## config.mk

```make
export PLATFORM = sky130hd
export DESIGN_NAME = pc_sequencer
export DESIGN_NICKNAME = d
export VERILOG_FILES = /design/src/rtl/pc_sequencer.sv
export SDC_FILE = /design/constraint.sdc
export NUM_CORES = 1
export LEC_CHECK = 0
export BUFFER_PORTS_ARGS = -buffer_cell sky130_fd_sc_hd__buf_4
export CAP_MARGIN = 15
export CORE_MARGIN = 2
export CORE_UTILIZATION = 44
export CTS_CLUSTER_DIAMETER = 30
export DETAILED_ROUTE_END_ITERATION = 6
export GPL_ROUTABILITY_DRIVEN = 1
export PLACE_DENSITY = 0.68
export SETUP_SLACK_MARGIN = 0.15
export SYNTH_ARGS = -nofsm -noshare
export SYNTH_HDL_FRONTEND = slang
export SYNTH_SLANG_ARGS = --single-unit
```

## constraint.sdc

```tcl
create_clock -name CLK -period 2.1 [get_ports CLK]
set_input_delay 0.21 -clock CLK [delete_from_list [all_inputs] [get_ports CLK]]
set_output_delay 0.21 -clock CLK [all_outputs]
set_load 0.01 [all_outputs]
```

## src/rtl/pc_sequencer.sv

```systemverilog
// IF-stage program counter: boots to RESET_VECTOR, steps by STEP, buffers redirects seen during a stall.
// Define PC_SEQ_MISALIGN_EN to send misaligned redirect targets to TRAP_VECTOR instead.
module pc_sequencer #(
    parameter int              XLEN         = 32,
    parameter logic [XLEN-1:0] RESET_VECTOR = '0,
    parameter int              STEP         = 4,
    parameter logic [XLEN-1:0] TRAP_VECTOR  = XLEN'(32'h0000_0100)
) (
    input  logic            CLK,
    input  logic            RESET,
    input  logic            BUSYWAIT,
    input  logic            FLUSH_EN,
    input  logic [XLEN-1:0] FLUSH_TARGET,
    output logic [XLEN-1:0] PC,
    output logic [XLEN-1:0] PC_PLUS_STEP,
    output logic            PC_VALID,
    output logic            REDIRECT_PENDING,
    output logic            MISALIGN_TRAP,
    output logic [1:0]      STATE_DBG
);

    typedef enum logic [1:0] {
        BOOT = 2'd0,
        RUN  = 2'd1,
        HOLD = 2'd2
    } state_t;

    localparam logic [XLEN-1:0] STEP_W = XLEN'(STEP);

    state_t          state;
    logic [XLEN-1:0] pending;
    logic [XLEN-1:0] sel_target;
    logic [XLEN-1:0] commit_target;
    logic            commit_misalign;

    // Stall/redirect contract: BUSYWAIT is a level stall (1 = PC holds this edge);
    // FLUSH_EN is a one-cycle request sampled on every edge outside BOOT. A request seen
    // while stalled is kept in a single pending slot (latest wins) and committed on the
    // first unstalled edge, where a fresh FLUSH_EN on that same edge takes priority.
    assign sel_target = (state == HOLD && !FLUSH_EN) ? pending : FLUSH_TARGET;

`ifdef PC_SEQ_MISALIGN_EN
    assign commit_misalign = (sel_target[1:0] != 2'b00);
`else
    assign commit_misalign = 1'b0;
`endif

    assign commit_target = commit_misalign ? TRAP_VECTOR : sel_target;
    assign PC_PLUS_STEP  = PC + STEP_W;
    assign STATE_DBG     = state;

    always_ff @(posedge CLK or negedge RESET) begin
        if (!RESET) begin
            state            <= BOOT;
            PC               <= RESET_VECTOR;
            PC_VALID         <= 1'b0;
            pending          <= '0;
            REDIRECT_PENDING <= 1'b0;
            MISALIGN_TRAP    <= 1'b0;
        end else begin
            MISALIGN_TRAP <= 1'b0;
            case (state)
                // One-cycle bubble so the first valid fetch is RESET_VECTOR itself.
                BOOT: begin
                    state    <= RUN;
                    PC_VALID <= 1'b1;
                end
                RUN: begin
                    if (BUSYWAIT) begin
                        if (FLUSH_EN) begin
                            pending          <= FLUSH_TARGET;
                            REDIRECT_PENDING <= 1'b1;
                            state            <= HOLD;
                        end
                    end else if (FLUSH_EN) begin
                        PC            <= commit_target;
                        MISALIGN_TRAP <= commit_misalign;
                    end else begin
                        PC <= PC_PLUS_STEP;
                    end
                end
                HOLD: begin
                    if (BUSYWAIT) begin
                        if (FLUSH_EN) begin
                            pending <= FLUSH_TARGET;
                        end
                    end else begin
                        PC               <= commit_target;
                        MISALIGN_TRAP    <= commit_misalign;
                        REDIRECT_PENDING <= 1'b0;
                        state            <= RUN;
                    end
                end
                default: state <= BOOT;
            endcase
        end
    end

endmodule

```

* Word level (Yosys, flattened, before mapping)
Cells that the tools add are included.
** Cells by class
- Reductions and logical operators :: 9
- Multiplexer cells :: 13
- Equal/unequal tests :: 6
- Add/subtract/negate cells :: 1
** Operator list (number)
- 32-bit two-way mux :: 4
- 32-bit case mux with 2 select lines :: 1
- 32-bit by 3-bit adder with 32-bit output, second input constant :: 1
- 3-bit AND reduction :: 3
- 2-bit inequality test, second input constant :: 4
- 2-bit two-way mux :: 3
- 2-bit case mux with 3 select lines :: 1
- 4-bit AND reduction :: 1
- 1-bit two-way mux :: 3
- 2-bit by 1-bit == test with 1-bit output, second input constant :: 1
- 2-bit == test, second input constant :: 1
- 2-bit zero test :: 1
- 1-bit case mux with 2 select lines :: 1
- 2-bit nonzero test :: 1
- 2-bit OR reduction :: 1
- 1-bit logical AND :: 1
- 1-bit zero test :: 1
** Word-level totals
- Flip-flop bits (word level) :: 68
- Output and inout bits :: 69

* Depth between registers and ports, before layout
- Depth in word-level cells :: 6
- Gate-level depth with buffers :: 9
- Gate-level depth less buffers :: 7

* Worst setup path after synthesis
OpenSTA, ideal clock, no wires.
- Path type :: flip-flop to output port
- From :: register PC[10]
- To :: output PC_PLUS_STEP[26]
- Path buffers :: 1
- Required time :: 1.890 ns
- Setup slack :: -0.141 ns
- Arrival time :: 2.031 ns
- Cell stages (with the launch flop) :: 6
- Path through :: dfrtp_1 buf_4 nand4_4 or4_4 or4_4 xnor2_1
** On the way
- Word-level cells in the longest chain between the ends :: 1
** Ends and longest elaborated chain
- start, declared :: RTL line 14 : output logic [XLEN-1:0] PC,
- start signal, assigned :: RTL line 76 : PC <= commit_target;
- start signal, assigned :: RTL line 88 : PC <= commit_target;
- 32-bit by 3-bit adder with 32-bit output :: RTL line 49 : assign PC_PLUS_STEP = PC + STEP_W;
- end, declared :: RTL line 15 : output logic [XLEN-1:0] PC_PLUS_STEP,
No other way between the ends.

* Worst setup path in the final report
- From :: register PC[16]
- To :: output PC_PLUS_STEP[26]
The elaborated chain is that of the path after synthesis.

==> results by group <==
Status
  – Status: finished, violations left
  – Failing checks: negative setup slack

Logic synthesis
  – Warnings, synthesis: 0
  – Distinct cells, synth: 47
  – Sequential fraction of the synthesis area: 0.424
  – Mean Syn Cell Area: a little over 9 sq um
  – Synthesized cell area: approximately 4000 sq um
  – Gate Count Post-Synth: 433
  – Async SR Flop Fraction: 1.00
  – Number of flops mapped to enable cells by yosys: 0
  – Synth Net Count: roughly 470
  – #FFs+latches synth: 68
  – Post-synth top flop: dfrtp_1

Power
  – Worst VDD drop: between 0.7 and 0.8 mV
  – P_leak: ~2.8 nW
  – Pwr dens: 1440 nW/um^2

Floorplanning
  – FP Rows: 34
  – Core Area: 8810 sq um
  – DIE AREA: slightly below 10000 sq um
  – Starting Density: 0.456
  – I/O pin count: 105
  – Die Y-Extent: roughly 100 um
  – Die width: between 90 and 100 um

Critical path
  – Worst Path Max Fanout: 2
  – Worst EP arrival: 2.21 ns
  – Crit. End Element: primary output
  – CP required: approximately 1.9 ns
  – Type of origin of the critical path: flop
  – Worst setup path class: flop to primary output

Global routing
  – First-pass GRT wire length: approximately 20 mm
  – GRT Residual Overflow: 0
  – Largest net degree at the start of global routing: 44
  – All-Layer GR Usage: 0.252
  – Initial antenna violation count: 0
  – Number of global-route vias before repair: between 3000 and 4000

Detailed routing
  – Detailed Route Iter0 Violations: 281
  – DR vias/cell: slightly below 6
  – Antenna-violating nets left: 0
  – DR pass1 iterations: 5
  – Total number of vias: roughly 4200
  – DR DRC count: 0
  – Total wire length: about 13 mm
  – Routed length per instance: about 19 um

Timing
  – Max Fclk: slightly above 0.4 GHz
  – Worst Max-Slew Pin Slew: between 0.5 and 0.6 ns
  – Post-route minimum period: 2.42 ns
  – Relative slew margins: 0.609
  – Unrepaired setup endpoints after global routing: true
  – Final setup fails: 19
  – Fin Clk Skew: between 0.01 and 0.015 ns
  – Final worst slack: -0.321 ns
  – Final-report hold violation count: 0
  – Hold_ws: between 0.1 and 0.15 ns
  – Fin crit share: 1.15
  – Max-slew violations: 0

Final layout
  – Area of the multi-input gates: 2600 sq um
  – Fill cells: approximately 630
  – Layout cell share with drive strength beyond 1: 0.515
  – ANT cells: 0
  – Final Util: 0.718
  – Register area: between 1500 and 2000 sq um
  – Commonest non-fill, non-tap cell in the layout: buf_4
  – Commonest non-fill, non-tap cells in the layout: buf_4, dfrtp_1, a21oi_1
  – Area grow syn2layout: 57.5%
  – # nets final: between 600 and 700

Clock network
  – H-tree depth: 3
  – Clock Root Buffer: clkbuf_8
  – Worst-path clk slew: approximately 0.080 ns
  – TritonCTS clock tree: done
  – Insertion delay to the later sink of the worst-skew pair: around 0.35 ns
  – Bufs on Longest Clock Path: 2
  – Clock sinks: 68
  – Cts bufs inserted: 9

Placed design
  – RD Place Congestion: ~0.89
  – HPWL after detailed placement: 8.21 mm
  – Worst slack, placed: between 0.007 and 0.008 ns
  – Buffers on Ports: roughly 100

Flow run
  – Max-cap violations: 0

Hold path
  – Hold Path Class: primary input to flop
-- stage by stage --
stage | power (W) | instance area, sq um | TNS [ns] | std cells
floorplan | 0.00499 | 4050 | -0.00470 | 433
global placement | 0.00687 | 5150 | 0 | 654
CTS | 0.00860 | 5880 | -1.61 | 693
finish | 0.00908 | 6330 | -3.27 | 720
global route | 0.00962 | 6330 | -4.60 | 720
detailed placement | 0.00699 | 5150 | 0 | 654
-- Yosys cell counts, types with 5 or more instances --
cell type,number,share of area
a21oi_1,39,0.049
a2bb2oi_1,9,0.020
and3_1,8,0.012
buf_4,6,0.011
clkbuf_1,24,0.022
dfrtp_1,68,0.42
ha_1,5,0.016
inv_1,14,0.013
mux2_2,30,0.084
nand2_1,30,0.028
nand3_1,22,0.027
nand4_1,5,0.0078
nor2_1,32,0.030
nor3_1,8,0.010
o21ai_0,25,0.031
o22a_1,9,0.020
o22ai_1,12,0.019
xnor2_1,23,0.050
xor2_1,5,0.011
-- report_power, final --
| group | switching [W] | total, W | leakage (nW) | internal [W] |
|---|---|---|---|---|
| clock | 0.000505 | 0.00121 | 0.107 | 0.000701 |
| sequential | 0.000623 | 0.00260 | 0.786 | 0.00198 |
| combinational | 0.00258 | 0.00528 | 1.94 | 0.00270 |
| total | 0.00370 | 0.00908 | 2.83 | 0.00538 |
-- per-layer routing --
| metal | vias up | global-route usage | wire length, um |
|---|---|---|---|
| li1 | 1914 | - | - |
| met1 | 2053 | 0.328 | 5620 |
| met2 | 173 | 0.437 | 6750 |
| met3 | 23 | 0.0401 | 764 |
| met4 | 0 | 0.0674 | 221 |
| met5 | - | 0 | 0 |
-- sequential cells by signal, indices dropped and copies added (netlist names) --
signal	cells
pending	32
PC	32
REDIRECT_PENDING	1
STATE_DBG	2
PC_VALID	1
-- logic make-up (layout without fill, tap and decap cells) --
logic type,after synthesis,in the layout,share of synthesized area
simple gates,128,128,0.162
mux,34,34,0.0941
compound gates,123,123,0.194
other cells,1,1,0.000934
buf+inv,46,225,0.0489
xor+xnor,28,28,0.0611
flops,68,68,0.424
fa+ha+maj,5,5,0.0156
-- critical path: stages (launching register included) --
cell and delay [ns]:
dfrtp_2 0.37, nand3_2 0.09, or4_4 0.56, or4_4 0.58
xnor2_4 0.15, buf_6 0.12
-- final timing paths --
check,start,to,slack [ns],cells after the start
max,PC[16],PC_PLUS_STEP[26],-0.32,5
min,FLUSH_TARGET[9],pending[9],0.10,2
max reg2reg,PC[16],PC[26],-0.12,7
min reg2reg,PC_VALID,PC_VALID,0.47,1
max in group asynchronous,RESET,pending[16],1.04,3
min in group asynchronous,RESET,pending[13],0.41,2
-- cell type report --
type	count	area share
Multi-Input combinational cell	319	0.411
Sequential cell	68	0.271
Timing Repair Buffer	195	0.255
Clock buffer	12	0.0229
Tap cell	108	0.0214
Clock inverter	4	0.0115
Inverter	14	0.00831
-- what timing repair did --
item / 4_1_cts / 5_1_grt
endpoints found under the setup margin: 24 / 36
setup buffers: 22 / 27
gates cloned: 0 / 0
hold buffers: 1 / 0
resized for setup: 69 / 53
pin swaps: 18 / 26
endpoints found under the hold margin: 41 / 0
(Power assumes the default switching activity.)
